==> src/rtl/bean_pkg.sv <==
// Shared encodings and constants for the bean obstacle scheduler.
package bean_pkg;

    typedef enum logic [1:0] {
        IDLE = 2'd0,
        RUN  = 2'd1,
        OVER = 2'd2
    } game_state_t;

    typedef enum logic {
        BEAN_FLOOR  = 1'b0,
        BEAN_FLYING = 1'b1
    } bean_type_t;

    localparam int SCREEN_W = 640;
    localparam int COORD_W  = 10;

endpackage

==> src/rtl/bean_lfsr.sv <==
// 16-bit Galois LFSR (x^16+x^14+x^13+x^11+1), loads SEED on synchronous reset.
module bean_lfsr #(
    parameter logic [15:0] SEED = 16'hACE1
) (
    input  logic       clk,
    input  logic       reset,
    output logic [7:0] rnd
);

    logic [15:0] state;

    always_ff @(posedge clk) begin
        if (reset) begin
            state <= SEED;
        end else begin
            state <= {1'b0, state[15:1]} ^ (state[0] ? 16'hB400 : 16'h0000);
        end
    end

    // Only the low byte is consumed by the spawner.
    assign rnd = state[7:0];

endmodule

==> src/rtl/bean_spawn_ctrl.sv <==
// Goose-run obstacle scheduler: scrolls, retires and spawns up to three beans
// and runs the IDLE/RUN/OVER game FSM.
module bean_spawn_ctrl
    import bean_pkg::*;
#(
    parameter int          NUM_SLOTS         = 3,
    parameter int          SPAWN_X           = 700,
    parameter int          MIN_GAP           = 160,
    parameter int          SPEED_INIT        = 2,
    parameter int          SPEED_MAX         = 8,
    parameter int          SPEED_STEP_FRAMES = 600,
    parameter logic [15:0] LFSR_SEED         = 16'hACE1
) (
    input  logic                         clk,
    input  logic                         reset,
    input  logic                         frame_tick,
    input  logic                         start,
    input  logic                         check_hit,
    output logic [NUM_SLOTS*COORD_W-1:0] bean_x,
    output logic [NUM_SLOTS-1:0]         bean_type,
    output logic [NUM_SLOTS-1:0]         bean_valid,
    output logic [3:0]                   speed,
    output logic [1:0]                   game_state,
    output logic                         score_tick
);

    localparam int SLOT_W = 2;
    localparam int GAP_W  = 9;
    localparam int FCNT_W = 10;

    game_state_t          state_q, state_d;
    logic [7:0]           rnd;
    logic                 do_tick, do_clear;

    logic [COORD_W-1:0]   x_q  [NUM_SLOTS];
    logic [COORD_W-1:0]   x_mv [NUM_SLOTS];
    logic [COORD_W-1:0]   x_d  [NUM_SLOTS];
    bean_type_t           t_q  [NUM_SLOTS];
    bean_type_t           t_d  [NUM_SLOTS];
    logic [NUM_SLOTS-1:0] v_q, v_mv, v_d;
    logic [SLOT_W-1:0]    last_q, last_d, free_idx;
    logic [GAP_W-1:0]     gap_q, gap_d;
    logic [FCNT_W-1:0]    fcnt_q;
    logic [3:0]           speed_q;
    logic                 retire, free_found, spawn_ok;
    logic [COORD_W:0]     reach;

    bean_lfsr #(.SEED(LFSR_SEED)) u_lfsr (
        .clk   (clk),
        .reset (reset),
        .rnd   (rnd)
    );

    always_ff @(posedge clk) begin
        if (reset) state_q <= IDLE;
        else       state_q <= state_d;
    end

    always_comb begin
        state_d = state_q;
        unique case (state_q)
            IDLE:    if (start)     state_d = RUN;
            RUN:     if (check_hit) state_d = OVER;
            OVER:    if (start)     state_d = IDLE;
            default:                state_d = IDLE;
        endcase
    end

    // A hit suppresses the frame update on the same edge.
    always_comb begin
        do_tick    = (state_q == RUN) && frame_tick && !check_hit;
        do_clear   = (state_q == OVER) && start;
        game_state = state_q;
    end

    always_comb begin
        retire     = 1'b0;
        free_found = 1'b0;
        free_idx   = '0;
        for (int unsigned i = 0; i < NUM_SLOTS; i++) begin
            x_mv[i] = x_q[i];
            v_mv[i] = v_q[i];
            if (v_q[i]) begin
                if (x_q[i] <= COORD_W'(speed_q)) begin
                    x_mv[i] = '0;
                    v_mv[i] = 1'b0;
                    retire  = 1'b1;
                end else begin
                    x_mv[i] = x_q[i] - COORD_W'(speed_q);
                end
            end
        end
        for (int unsigned i = 0; i < NUM_SLOTS; i++) begin
            if (!v_mv[i] && !free_found) begin
                free_found = 1'b1;
                free_idx   = SLOT_W'(i);
            end
        end
        // A retired last bean leaves nothing to space against.
        reach    = (COORD_W+1)'(x_mv[last_q]) + (COORD_W+1)'(gap_q);
        spawn_ok = !(|v_mv) || !v_mv[last_q] || (reach <= (COORD_W+1)'(SPAWN_X));

        x_d    = x_mv;
        v_d    = v_mv;
        t_d    = t_q;
        last_d = last_q;
        gap_d  = gap_q;
        if (spawn_ok && free_found) begin
            x_d[free_idx] = COORD_W'(SPAWN_X);
            v_d[free_idx] = 1'b1;
            t_d[free_idx] = bean_type_t'(rnd[0]);
            last_d        = free_idx;
            gap_d         = GAP_W'(MIN_GAP) + GAP_W'(rnd[7:1]);
        end
    end

    always_ff @(posedge clk) begin
        if (reset) begin
            for (int unsigned i = 0; i < NUM_SLOTS; i++) begin
                x_q[i] <= '0;
                t_q[i] <= BEAN_FLOOR;
            end
            v_q        <= '0;
            last_q     <= '0;
            gap_q      <= GAP_W'(MIN_GAP);
            fcnt_q     <= '0;
            speed_q    <= 4'(SPEED_INIT);
            score_tick <= 1'b0;
        end else begin
            score_tick <= do_tick && retire;
            if (do_tick) begin
                for (int unsigned i = 0; i < NUM_SLOTS; i++) begin
                    x_q[i] <= x_d[i];
                    t_q[i] <= t_d[i];
                end
                v_q    <= v_d;
                last_q <= last_d;
                gap_q  <= gap_d;
                if (fcnt_q == FCNT_W'(SPEED_STEP_FRAMES - 1)) begin
                    fcnt_q <= '0;
                    if (speed_q < 4'(SPEED_MAX)) speed_q <= speed_q + 4'd1;
                end else begin
                    fcnt_q <= fcnt_q + FCNT_W'(1);
                end
            end else if (do_clear) begin
                for (int unsigned i = 0; i < NUM_SLOTS; i++) begin
                    x_q[i] <= '0;
                end
                v_q     <= '0;
                fcnt_q  <= '0;
                speed_q <= 4'(SPEED_INIT);
            end
        end
    end

    always_comb begin
        bean_x    = '0;
        bean_type = '0;
        for (int unsigned i = 0; i < NUM_SLOTS; i++) begin
            bean_x[COORD_W*i +: COORD_W] = x_q[i];
            bean_type[i]                 = t_q[i];
        end
        bean_valid = v_q;
        speed      = speed_q;
    end

endmodule

==> config.mk <==
export PLATFORM = sky130hd
export DESIGN_NAME = bean_spawn_ctrl
export DESIGN_NICKNAME = d
export VERILOG_FILES = /design/src/rtl/bean_pkg.sv /design/src/rtl/bean_lfsr.sv /design/src/rtl/bean_spawn_ctrl.sv
export SDC_FILE = /design/constraint.sdc
export NUM_CORES = 1
export LEC_CHECK = 0
export ABC_AREA = 1
export BUFFER_PORTS_ARGS = -buffer_cell sky130_fd_sc_hd__buf_2
export CAP_MARGIN = 30
export CORE_AREA = 5 5 124 126
export DETAILED_ROUTE_END_ITERATION = 16
export DIE_AREA = 0 0 129 131
export PLACE_DENSITY = 0.53
export SYNTH_ARGS = -nofsm -noshare
export SYNTH_HDL_FRONTEND = slang
export SYNTH_SLANG_ARGS = --single-unit
==> constraint.sdc <==
create_clock -name clk -period 4 [get_ports clk]
set_clock_uncertainty 0.15 [all_clocks]
set_input_delay 0.4 -clock clk [delete_from_list [all_inputs] [get_ports clk]]
set_output_delay 0.4 -clock clk [all_outputs]
set_load 0.02 [all_outputs]
==> summary.md <==
The min-delay analysis places its worst path in the category in2reg. Summed over all instances, the cell type with the most area after synthesis is dfxtp_1. Based on the critical path, the design can be clocked at up to 224.8 MHz. Routability-driven placement finished with a final weighted congestion of 0.8738.

In this run, placement finished with an instance count of 941. Yosys mapped the design onto 45 distinct sky130hd cell types. The largest single stage delay on the critical path is 0.35 ns. The layout cell share with drive strength beyond 1 is 34.20%, and the post-synth net total is 665. Class of the most critical setup path: reg2reg.

The share of synthesized cell area in and, or, nand and nor gates is 26.34%, and the total clock buffers created by CTS is 9. The multi-input combinational cells in the finished layout cover a total of 2793 sq um. The tools report the leakage power as 3.124 nW. The run gives 37.4% as the share of power burned in the clock network. Via count of the first global-routing pass: 4692. For the pin with the worst max-slew slack, the measured transition is 1.087 ns. Predominant post-synthesis flop cell: dfxtp_1. The final worst-path setup slack was -0.4488 ns; the chip height was 131 microns. The total area inside the core boundary comes to 14200 sq um. During placement, the flow inserted port buffers numbering 47. The die boundary width was 129 microns. The worst pin sits at a relative slew slack of 27.24%. Maximum level of the CTS H-tree: 3. Dividing the detail-routed wire length by the instance count gives 14.58 microns.

For this design the ratio of total power to cell area is 305.7 nW/um^2. The multiplexer share of the synthesized area came out at 0%. Global routing used 17.35% of the available tracks across all layers. In this run the critical register-to-register path is launched from speed[0]. The area share of xor/xnor cells in the synthesized design was 2.736%.

Entering global routing, the biggest net connects 35 pins. The run gives 44 as the row count. Setup violations remaining at the end of the flow were counted as 47. Summed over all layers, the global routing overflow is 0. Minimum period implied by the final worst setup slack: 4.449 ns. Of all flip-flops after synthesis, the portion carrying an async set or reset was 0%. Synthesis produced 632 cells. The worst setup path is launched from a register. Summed over its instances, the top area cell type makes up 20.84% of the synthesized netlist area.

The logs give 18.7% for the portion of total power attributed to combinational logic and 2 for the buffer depth of the longest clock path. For the HPWL reported at the end of detailed placement, the log shows 10850 microns. The fraction of the cycle the final worst path needs works out to 111.2%. Excluding fillers, the count of instances in the completed layout stands at 991.

The layout has 1431 filler cells. The synthesized netlist devotes 14.80% of its cell area to compound gates. The tools report the starting density of the core as 33.81%. In the post-synthesis netlist, the biggest area contributors are dfxtp_1 21%, edfxtp_1 19%, nand2_1 10%. The post-detailed-route via-to-cell ratio was 4.899.

The run finished, with violations left. The clock network latency to the later pin of the worst-skew pair was 0.34 ns. TritonCTS built the clock tree. In this run the remaining antenna-violating nets after routing total 0.

The count of endpoints failing hold in the final timing report is 0, and the number of diodes is 0. The logs give 23120 microns for the first-pass GRT wire length and 14440 microns for the sum of routed wire length over all layers. The switching part of the total power came out at 28.84%. The run gives 241 as the violation count after the first detailed-routing iteration. The tree is rooted in a clkbuf_16.

The tools report the switching power summed over all nets as 0.5942 mW. The standard cell with the maximum stage delay on the critical path was dfxtp_4. Clock tree synthesis found a total of 80 sinks. The tools report the count of unresolved DRC violations after routing as 0. For the final number of max-transition violations, the log shows 0. Setup repair after global routing could not meet its margin everywhere. The die covers 16900 sq um.

In the post-synthesis netlist, the cell with the most instances is nand2_1. The worst setup slack after placement is -0.5033 ns, and the relative area change from synthesis to final layout is 40.33%. The cell area after technology mapping is 4802 sq um. The worst-case IR drop observed on VDD is 0.0002446 V. Counting flops and latches in the post-synthesis netlist gives 80. The mean instance size in the synthesized netlist was 7.598 sq um; the fraction of the mapped netlist area in adder cells was 7.921%. The clock-pin slew of the registers on the worst-case setup and hold paths is 0.07 ns. The final reports fail on negative setup slack.

For this design the top-level I/O count stands at 48. The worst endpoint data arrival time came out at 4.51 ns. The sequential share of power came out at 43.9%. The launch instance of the worst min-delay path was check_hit.

In this design, the critical path's most frequently occurring cell is buf_4. The largest family of logic cells by synthesized area was simple AND/OR/NAND/NOR gates. For the final layout net count, the log shows 835. The tools report the total vias in the final route as 4855.

Of the synthesized area, sequential elements account for 39.60%. The tools report the origin of the worst setup path as speed[0]. The initial antenna violation count is 0, and the count of flip-flops with a built-in enable after synthesis is 30. STA puts the critical path data required time at 4.06 ns. The total of warnings raised by yosys came out at 0. The tools report the max-capacitance violation count as 0. After synthesis, the most frequently instantiated cells are 128 x nand2_1, 90 x inv_1, 66 x nor2_1. Worst-path maximum fanout: 7. STA classifies the critical path endpoint as a register. The count of TritonRoute iterations in the first routing pass was 5; the internal power component was 1.466 mW. The sequential cell area was 1907 sq um.
placed cells by master, fill, tap and decap left out, drive strengths merged, types with 4 or more instances in the layout:
master / netlist / final
nor2: 71 / 71
nor3: 8 / 8
a221oi: 7 / 7
ha: 24 / 24
clkinv: 1 / 4
a21oi: 56 / 56
xor2: 12 / 12
o21ai: 16 / 16
buf: 1 / 167
fa: 4 / 4
a31oi: 8 / 8
nand4: 14 / 14
dfxtp: 50 / 50
nand2: 133 / 134
or2: 8 / 8
o21bai: 4 / 4
o22ai: 12 / 12
clkbuf: 8 / 10
a22oi: 5 / 5
inv: 98 / 101
nand3: 42 / 42
edfxtp: 30 / 30
nand3b: 4 / 4
repair_timing:
item	4_1_cts	5_1_grt
hold buffers	0	0
setup endpoints to repair	47	47
pin swaps	12	18
resized for setup	20	34
cloned	1	0
buffers inserted	24	9
endpoints found under the hold margin	0	0
final timing paths:
check	depth (start not counted)	to	slack [ns]
hold reg to reg	2	u_lfsr.state[14]	0.26
setup / recovery	30	x_q[0][0]	-0.45
hold / removal	3	game_state[1]	0.17
setup reg to reg	30	x_q[0][0]	-0.45
layout make-up:
| type | count | area share, % |
|---|---|---|
| tap | 184 | 3.416 |
| timing repair buffer | 167 | 17.23 |
| clock buffer | 10 | 3.398 |
| clock inverter | 6 | 0.6313 |
| sequential | 80 | 28.30 |
| inverter | 99 | 5.589 |
| multi-input combinational | 445 | 41.44 |
through the flow:
step           power (mW)  hold slack, ns  TNS (ns)  instance area [sq um]  util (%)
4_1_cts             2.059          0.1604    -16.47                   6515     45.87
3_5_place_dp        1.265          0.2467    -18.14                   5971     42.04
5_1_grt             2.168          0.1715    -33.59                   6739     47.45
6_report            2.060          0.1696    -18.41                   6739     47.45
3_3_place_gp        1.259          0.2404    -15.38                   5971     42.04
2_1_floorplan       1.131          0.2383   -0.3661                   4881         -
sequential cells by signal (all words and copies together) (netlist names):
signal        flops
u_lfsr.state     16
last_q            2
bean_valid        3
x_q              30
game_state        2
score_tick        1
speed             4
fcnt_q           10
bean_type         3
gap_q             9
critical path, delay by kind of cell (launching register included):
| family | cells | cell delay [ns] |
|---|---|---|
| adder cells (fa/ha/maj) | 2 | 0.35 |
| buffers and inverters | 18 | 1.99 |
| flip-flops | 1 | 0.35 |
| AND/OR/NAND/NOR | 10 | 1.47 |
per-layer routing:
layer / track usage, % / wire [microns] / vias to the layer above
li1: - / - / 2471
met1: 22.75 / 6566 / 2225
met2: 28.78 / 6794 / 125
met3: 2.683 / 686 / 34
met4: 6.794 / 397 / 0
met5: 0 / 0 / -
power by group through the flow:
stage	Clock [mW]	Sequential (mW)	Combinational, mW
after CTS	0.793	0.905	0.361
after global placement	0	0.922	0.337
final	0.770	0.905	0.385
after floorplan	0	0.945	0.186
after global routing	0.833	0.909	0.426
after detailed placement	0	0.924	0.341
logic make-up (layout without fill, tap and decap cells):
| kind of cell | after synthesis | after routing |
|---|---|---|
| compound gates | 119 | 119 |
| fa+ha+maj | 28 | 28 |
| flops | 80 | 80 |
| simple gates | 282 | 283 |
| xor+xnor | 15 | 15 |
| buf+inv | 108 | 282 |
(Power assumes the default switching activity.)
